`src/rtl/core_scheduler.sv`:
```
// Job sequencer for a bank of face-detection cores: dispatches tiles to idle
// cores, counts completions and round-robin arbitrates the shared result port.
module core_scheduler #(
    parameter int NUM_CORES = 4,
    parameter int TILE_W    = 8
) (
    input  logic                 clk,
    input  logic                 reset,
    input  logic                 start,
    input  logic [31:0]          size,
    input  logic [TILE_W-1:0]    num_tiles,
    output logic [31:0]          unit_size,
    output logic [NUM_CORES-1:0] core_start,
    output logic [TILE_W-1:0]    core_tile,
    input  logic [NUM_CORES-1:0] core_done,
    input  logic [NUM_CORES-1:0] res_req,
    output logic [NUM_CORES-1:0] res_grant,
    output logic                 busy,
    output logic                 all_done,
    output logic [TILE_W-1:0]    tiles_done,
    output logic                 err
);

    localparam int PTR_W = (NUM_CORES > 1) ? $clog2(NUM_CORES) : 1;

    typedef enum logic [2:0] {
        IDLE,
        SETUP,
        DISPATCH,
        DRAIN,
        FINISH
    } state_t;

    state_t               state;
    logic [31:0]          size_q;
    logic [TILE_W-1:0]    num_tiles_q;
    logic [TILE_W-1:0]    next_tile;
    logic [NUM_CORES-1:0] core_busy;
    logic [PTR_W-1:0]     rr_ptr;

    logic [NUM_CORES-1:0] idle_pick;
    logic                 idle_found;
    logic                 dispatch;
    logic [NUM_CORES-1:0] accepted_done;
    logic [NUM_CORES-1:0] stray_done;
    logic [TILE_W-1:0]    done_count;

    logic [NUM_CORES-1:0] hi_req;
    logic [NUM_CORES-1:0] pick_src;
    logic [NUM_CORES-1:0] grant_pick;
    logic [PTR_W-1:0]     grant_next_ptr;
    logic                 grant_found;

    // Busy bits are registered, so a core freed by core_done this cycle only
    // becomes a dispatch candidate in the following cycle.
    always_comb begin
        idle_pick  = '0;
        idle_found = 1'b0;
        for (int i = 0; i < NUM_CORES; i++) begin
            if (!core_busy[i] && !idle_found) begin
                idle_pick[i] = 1'b1;
                idle_found   = 1'b1;
            end
        end
    end

    assign dispatch   = (state == DISPATCH) && idle_found;
    assign core_start = dispatch ? idle_pick : '0;
    assign core_tile  = dispatch ? next_tile : '0;
    assign busy       = (state != IDLE);
    assign all_done   = (state == FINISH);

    assign accepted_done = core_done & core_busy;
    assign stray_done    = core_done & ~core_busy;

    always_comb begin
        done_count = '0;
        for (int i = 0; i < NUM_CORES; i++) begin
            if (accepted_done[i]) begin
                done_count = done_count + TILE_W'(1);
            end
        end
    end

    // Round-robin: requests at or above the pointer win first, otherwise wrap
    // around to the lowest requesting index.
    always_comb begin
        hi_req = '0;
        for (int i = 0; i < NUM_CORES; i++) begin
            hi_req[i] = res_req[i] && (PTR_W'(i) >= rr_ptr);
        end
        pick_src       = (hi_req != '0) ? hi_req : res_req;
        grant_pick     = '0;
        grant_next_ptr = '0;
        grant_found    = 1'b0;
        for (int i = 0; i < NUM_CORES; i++) begin
            if (pick_src[i] && !grant_found) begin
                grant_pick[i]  = 1'b1;
                grant_next_ptr = (i == NUM_CORES - 1) ? '0 : PTR_W'(i + 1);
                grant_found    = 1'b1;
            end
        end
    end

    always_ff @(posedge clk or posedge reset) begin
        if (reset) begin
            state       <= IDLE;
            size_q      <= '0;
            num_tiles_q <= '0;
            next_tile   <= '0;
            core_busy   <= '0;
            unit_size   <= '0;
            tiles_done  <= '0;
            err         <= 1'b0;
        end else begin
            core_busy  <= (core_busy & ~core_done) | core_start;
            tiles_done <= tiles_done + done_count;
            if (stray_done != '0) begin
                err <= 1'b1;
            end

            case (state)
                IDLE: begin
                    if (start) begin
                        size_q      <= size;
                        num_tiles_q <= num_tiles;
                        tiles_done  <= '0;
                        next_tile   <= '0;
                        err         <= (stray_done != '0);
                        state       <= SETUP;
                    end
                end
                SETUP: begin
                    unit_size <= size_q >> 3;
                    state     <= (num_tiles_q != '0) ? DISPATCH : FINISH;
                end
                DISPATCH: begin
                    if (dispatch) begin
                        next_tile <= next_tile + TILE_W'(1);
                        if (next_tile == num_tiles_q - TILE_W'(1)) begin
                            state <= DRAIN;
                        end
                    end
                end
                DRAIN: begin
                    if (core_busy == '0 && res_req == '0 && res_grant == '0) begin
                        state <= FINISH;
                    end
                end
                FINISH: begin
                    state <= IDLE;
                end
                default: begin
                    state <= IDLE;
                end
            endcase
        end
    end

    // A dropped request releases the grant on that edge; the next winner is
    // chosen only once the port has been seen free for a cycle.
    always_ff @(posedge clk or posedge reset) begin
        if (reset) begin
            res_grant <= '0;
            rr_ptr    <= '0;
        end else if (res_grant != '0) begin
            if ((res_grant & res_req) == '0) begin
                res_grant <= '0;
            end
        end else if (grant_found) begin
            res_grant <= grant_pick;
            rr_ptr    <= grant_next_ptr;
        end
    end

endmodule

```
`config.mk`:
```
export PLATFORM = sky130hd
export DESIGN_NAME = core_scheduler
export DESIGN_NICKNAME = d
export VERILOG_FILES = /design/src/rtl/core_scheduler.sv
export SDC_FILE = /design/constraint.sdc
export NUM_CORES = 1
export LEC_CHECK = 0
export CELL_PAD_IN_SITES_DETAIL_PLACEMENT = 0
export CELL_PAD_IN_SITES_GLOBAL_PLACEMENT = 1
export CORE_MARGIN = 10
export CORE_UTILIZATION = 35
export CTS_BUF_LIST = sky130_fd_sc_hd__clkbuf_16
export DETAILED_ROUTE_END_ITERATION = 8
export PLACE_DENSITY_LB_ADDON = 0.05
export SLEW_MARGIN = 25
export SYNTH_ARGS = -nofsm -noshare
export SYNTH_HDL_FRONTEND = slang
export SYNTH_SLANG_ARGS = --single-unit
```
`constraint.sdc`:
```
create_clock -name clk -period 2.8 [get_ports clk]
set_input_delay 0.42 -clock clk [delete_from_list [all_inputs] [get_ports clk]]
set_output_delay 0.42 -clock clk [all_outputs]
set_load 0.05 [all_outputs]
```
==> flow_metrics.tcl <==
set metrics [dict create \
    worst-endpoint-arrival_ns 2.91 \
    insertedDiodeCount 0 \
    outcome "finished, final reports clean" \
    first_global_vias 3513 \
    ys_seq_elements 96 \
    dominant_cells_by_area_after_synthesis "dfrtp_1 (53%), mux2_2 (17%), ha_1 (3.1%)" \
    max-clock-path-buffers 2 \
    die_w_microns 133 \
    design.portCount 110 \
    timing.max_cap.violations 0 \
    first_pass_grt_wire_length_microns 17900 \
    timing_max_transition_violations_final 0 \
    core_region_area_sq_um 12600 \
    biggest_fanout_along_the_worst_timing_path 3 \
    synth_seq_area_share_pct 53.4 \
    dp_hpwl_microns 7930 \
    min_period_over_period_pct 96.0 \
    tritoncts "done" \
    antenna_found_initial 0 \
    mappedNetlistArea_sq_um 4500 \
    max_clock_freq_ghz 0.372 \
    met2WireLength_microns 4950 \
    post_drt_wl_per_cell_microns 15.8 \
    depth_of_the_cts_h_tree 3 \
    start_util_pct 35.6 \
    timing.rr.start "core_busy[0]" \
    synthDistinctLibCells 47 \
    detailroute.via_count 3193 \
    cellLeakagePower_nw 2.72 \
    worst-slew-pin-transition_ns 0.552 \
    synth_common_cells "dfrtp_1 (96), mux2_2 (66), nor2_1 (22)" \
    wl_microns 10600 \
    finish.net_count 553 \
    timing.rr.end "tiles_done[5]" \
    gp_routability_congestion 0.800 \
    type_of_element_launching_the_critical_path "input pin" \
    depth_of_the_most_critical_reg_to_reg_path 12 \
    worst_hold_path_type "input pin to flop" \
    cp.required_ns 3.03 \
    pwr_density_cell_nw_per_um2 1210 \
    tritoncts_num_sinks 96 \
    insertion_delay_ns 0.34 \
    route.met3.wl_microns 746 \
    worstSetupEndpointType "flop" \
    wirelength_met1_microns 4690 \
    synth-async-reset-ratio_pct 100 \
    post_synth_edffs 0 \
    cts_buffers 9 \
    filler_cell_count 1158 \
    top_area_cell_type_share_of_the_netlist_area_pct 53.4 \
    finalClockSkew_ns 0.00890 \
    period_minus_slack_ns 2.69 \
    route.detailed.drc 0 \
    critPathLaunch "core_done[1]" \
    r2r_slack_ns 0.26 \
    row_count 41 \
    post-cts-setup-buffers 0 \
    yosysTopAreaCell "dfrtp_1" \
    unrepaired_setup_endpoints_after_global_routing "false" \
    yosysWarnings 0 \
    clk_pin_slew_worst_paths_ns 0.07 \
    grtUsageTotal_pct 12.3 \
    maxSlewHeadroom_pct 63.1 \
    setup_tns_final_ns 0 \
    worst-setup-path-type "input pin to flop" \
    finalHoldViolations 0 \
    synth_flop_cell "dfrtp_1" \
    synthesis.instances 374 \
    highest_layer "met4" \
    numPortBuffers 103 \
    design.die.area_sq_um 17800 \
    synthMostInstantiatedCell "dfrtp_1" \
    vdd_drop_max_mv 0.556 \
    drt_iter0_drc 117 \
    final_layout_size_suffix_gt1_share_pct 26.1 \
    post_drt_antenna_nets 0 \
    dr.pass1.iters 4 \
    whs_ns 0.389 \
    cts-root-buf "clkbuf_16" \
    gr-total-overflow 0 \
    grt_start_max_net_pins 49 \
    die_h_microns 133 \
    post_synth.cell_area_avg_sq_um 12.0 \
    worst_setup_path_endpoint "tiles_done[5]" \
    placed_area_sq_um 5910 \
    finalSetupViolCount 0 \
    drt-vias-per-instance 4.79 \
    layout-area-overhead-vs-synth_pct 40.7 \
    final_design_area_no_fill_sq_um 6330 \
]
==> critical path: stages <==
cell and delay (ns):
clkdlybuf4s50_1 0.49, nand2_1 0.09, inv_2 0.07, ha_4 0.21
xnor2_4 0.17, ha_1 0.18, nand3_2 0.09, xor2_2 0.17
ha_1 0.33, a21oi_4 0.22, a21boi_4 0.08, o21ai_1 0.16
xor2_1 0.18, nor2_1 0.05
==> area by class of cell <==
cell class | count | area [sq um] | share of cell area (%)
Sequential cell | 96 | 2400 | 38.0
Inverter | 17 | 67.6 | 1.07
Clock buffer | 9 | 225 | 3.56
Timing Repair Buffer | 118 | 1270 | 20.1
Multi-Input combinational cell | 248 | 2050 | 32.4
Tap cell | 172 | 215 | 3.40
Clock inverter | 7 | 93.8 | 1.48
==> logic make-up after synthesis <==
group                      share of synthesized area (%)
and+or+nand+nor                                     12.4
xor gates and xnor gates                            4.87
adders and majority gates                           3.50
buffers and inverters                               3.45
DFF                                                 53.4
AOI/OAI and AO/OA                                   5.76
muxes                                               16.5
other                                             0.0834
==> worst min path at each step <==
stage | start | end | slack [ns] | cells past startpoint
floorplan | size_q[18] | size_q[18] | 0.47 | 1
global placement | size_q[31] | size_q[31] | 0.48 | 1
detailed placement | size_q[4] | unit_size[1] | 0.49 | 1
CTS | reset | next_tile[7] | 0.49 | 2
global route | core_done[0] | err | 0.43 | 3
finish | core_done[0] | err | 0.39 | 3
==> per-layer routing <==
metal / vias up / global-route usage [%]
met5: - / 0
met4: 0 / 5.08
met1: 1573 / 14.6
li1: 1539 / -
met2: 70 / 19.6
met3: 11 / 4.62
==> where the power goes <==
group / internal [mW] / switching [mW] / leakage (nW)
Clock: 0.783 / 0.520 / 0.157
Sequential: 2.02 / 0.459 / 1.17
Combinational: 1.69 / 2.19 / 1.39
Total: 4.49 / 3.17 / 2.72
==> placed cells by master (no fill, tap or decap), types with 2 or more instances in the layout <==
cell type        instances
nor3_1                   8
clkdlybuf4s50_1         91
or4_1                    2
nand2b_1                 3
o21ai_1                  3
nor3b_1                  3
clkinv_2                 3
mux2_2                  66
nor2_1                  21
inv_1                   15
nand3_2                  2
conb_1                   4
dlymetal6s2s_1           2
xor2_1                  12
nor2b_1                  3
a21oi_1                  8
bufinv_16                2
buf_12                  12
xnor2_1                 11
nand4_1                  3
ha_1                     9
o211ai_1                 3
nand3_1                  9
o22ai_1                  2
o21ai_0                 10
nand3b_1                 2
buf_4                   13
nand2_1                 18
or3_1                    3
and3_1                   9
a21o_1                   2
a22oi_1                  2
or4_4                    2
clkinvlp_4               2
clkbuf_16                9
a31oi_1                  3
dfrtp_1                 96
==> state kept, by name, indices dropped and copies added (netlist names) <==
name and count:
state 3, next_tile 8, num_tiles_q 8, tiles_done 8, unit_size 29, err 1
rr_ptr 2, res_grant 4, size_q 29, core_busy 4
==> stage by stage <==
stage	power, mW	utilization (%)	worst slack [ns]	instances
after global routing	8.19	50.1	0.0108	667
after global placement	6.32	46.9	-0.435	651
after floorplan	5.11	-	0.0880	377
after CTS	7.75	49.7	0.0124	667
final	7.67	50.1	0.112	667
after detailed placement	6.38	46.9	-0.515	651
==> what timing repair did <==
item,in CTS,in global routing
pin swaps,2,7
setup endpoints to repair,3,6
gates resized for setup,7,16
hold buffers,0,0
(Power assumes the default switching activity.)
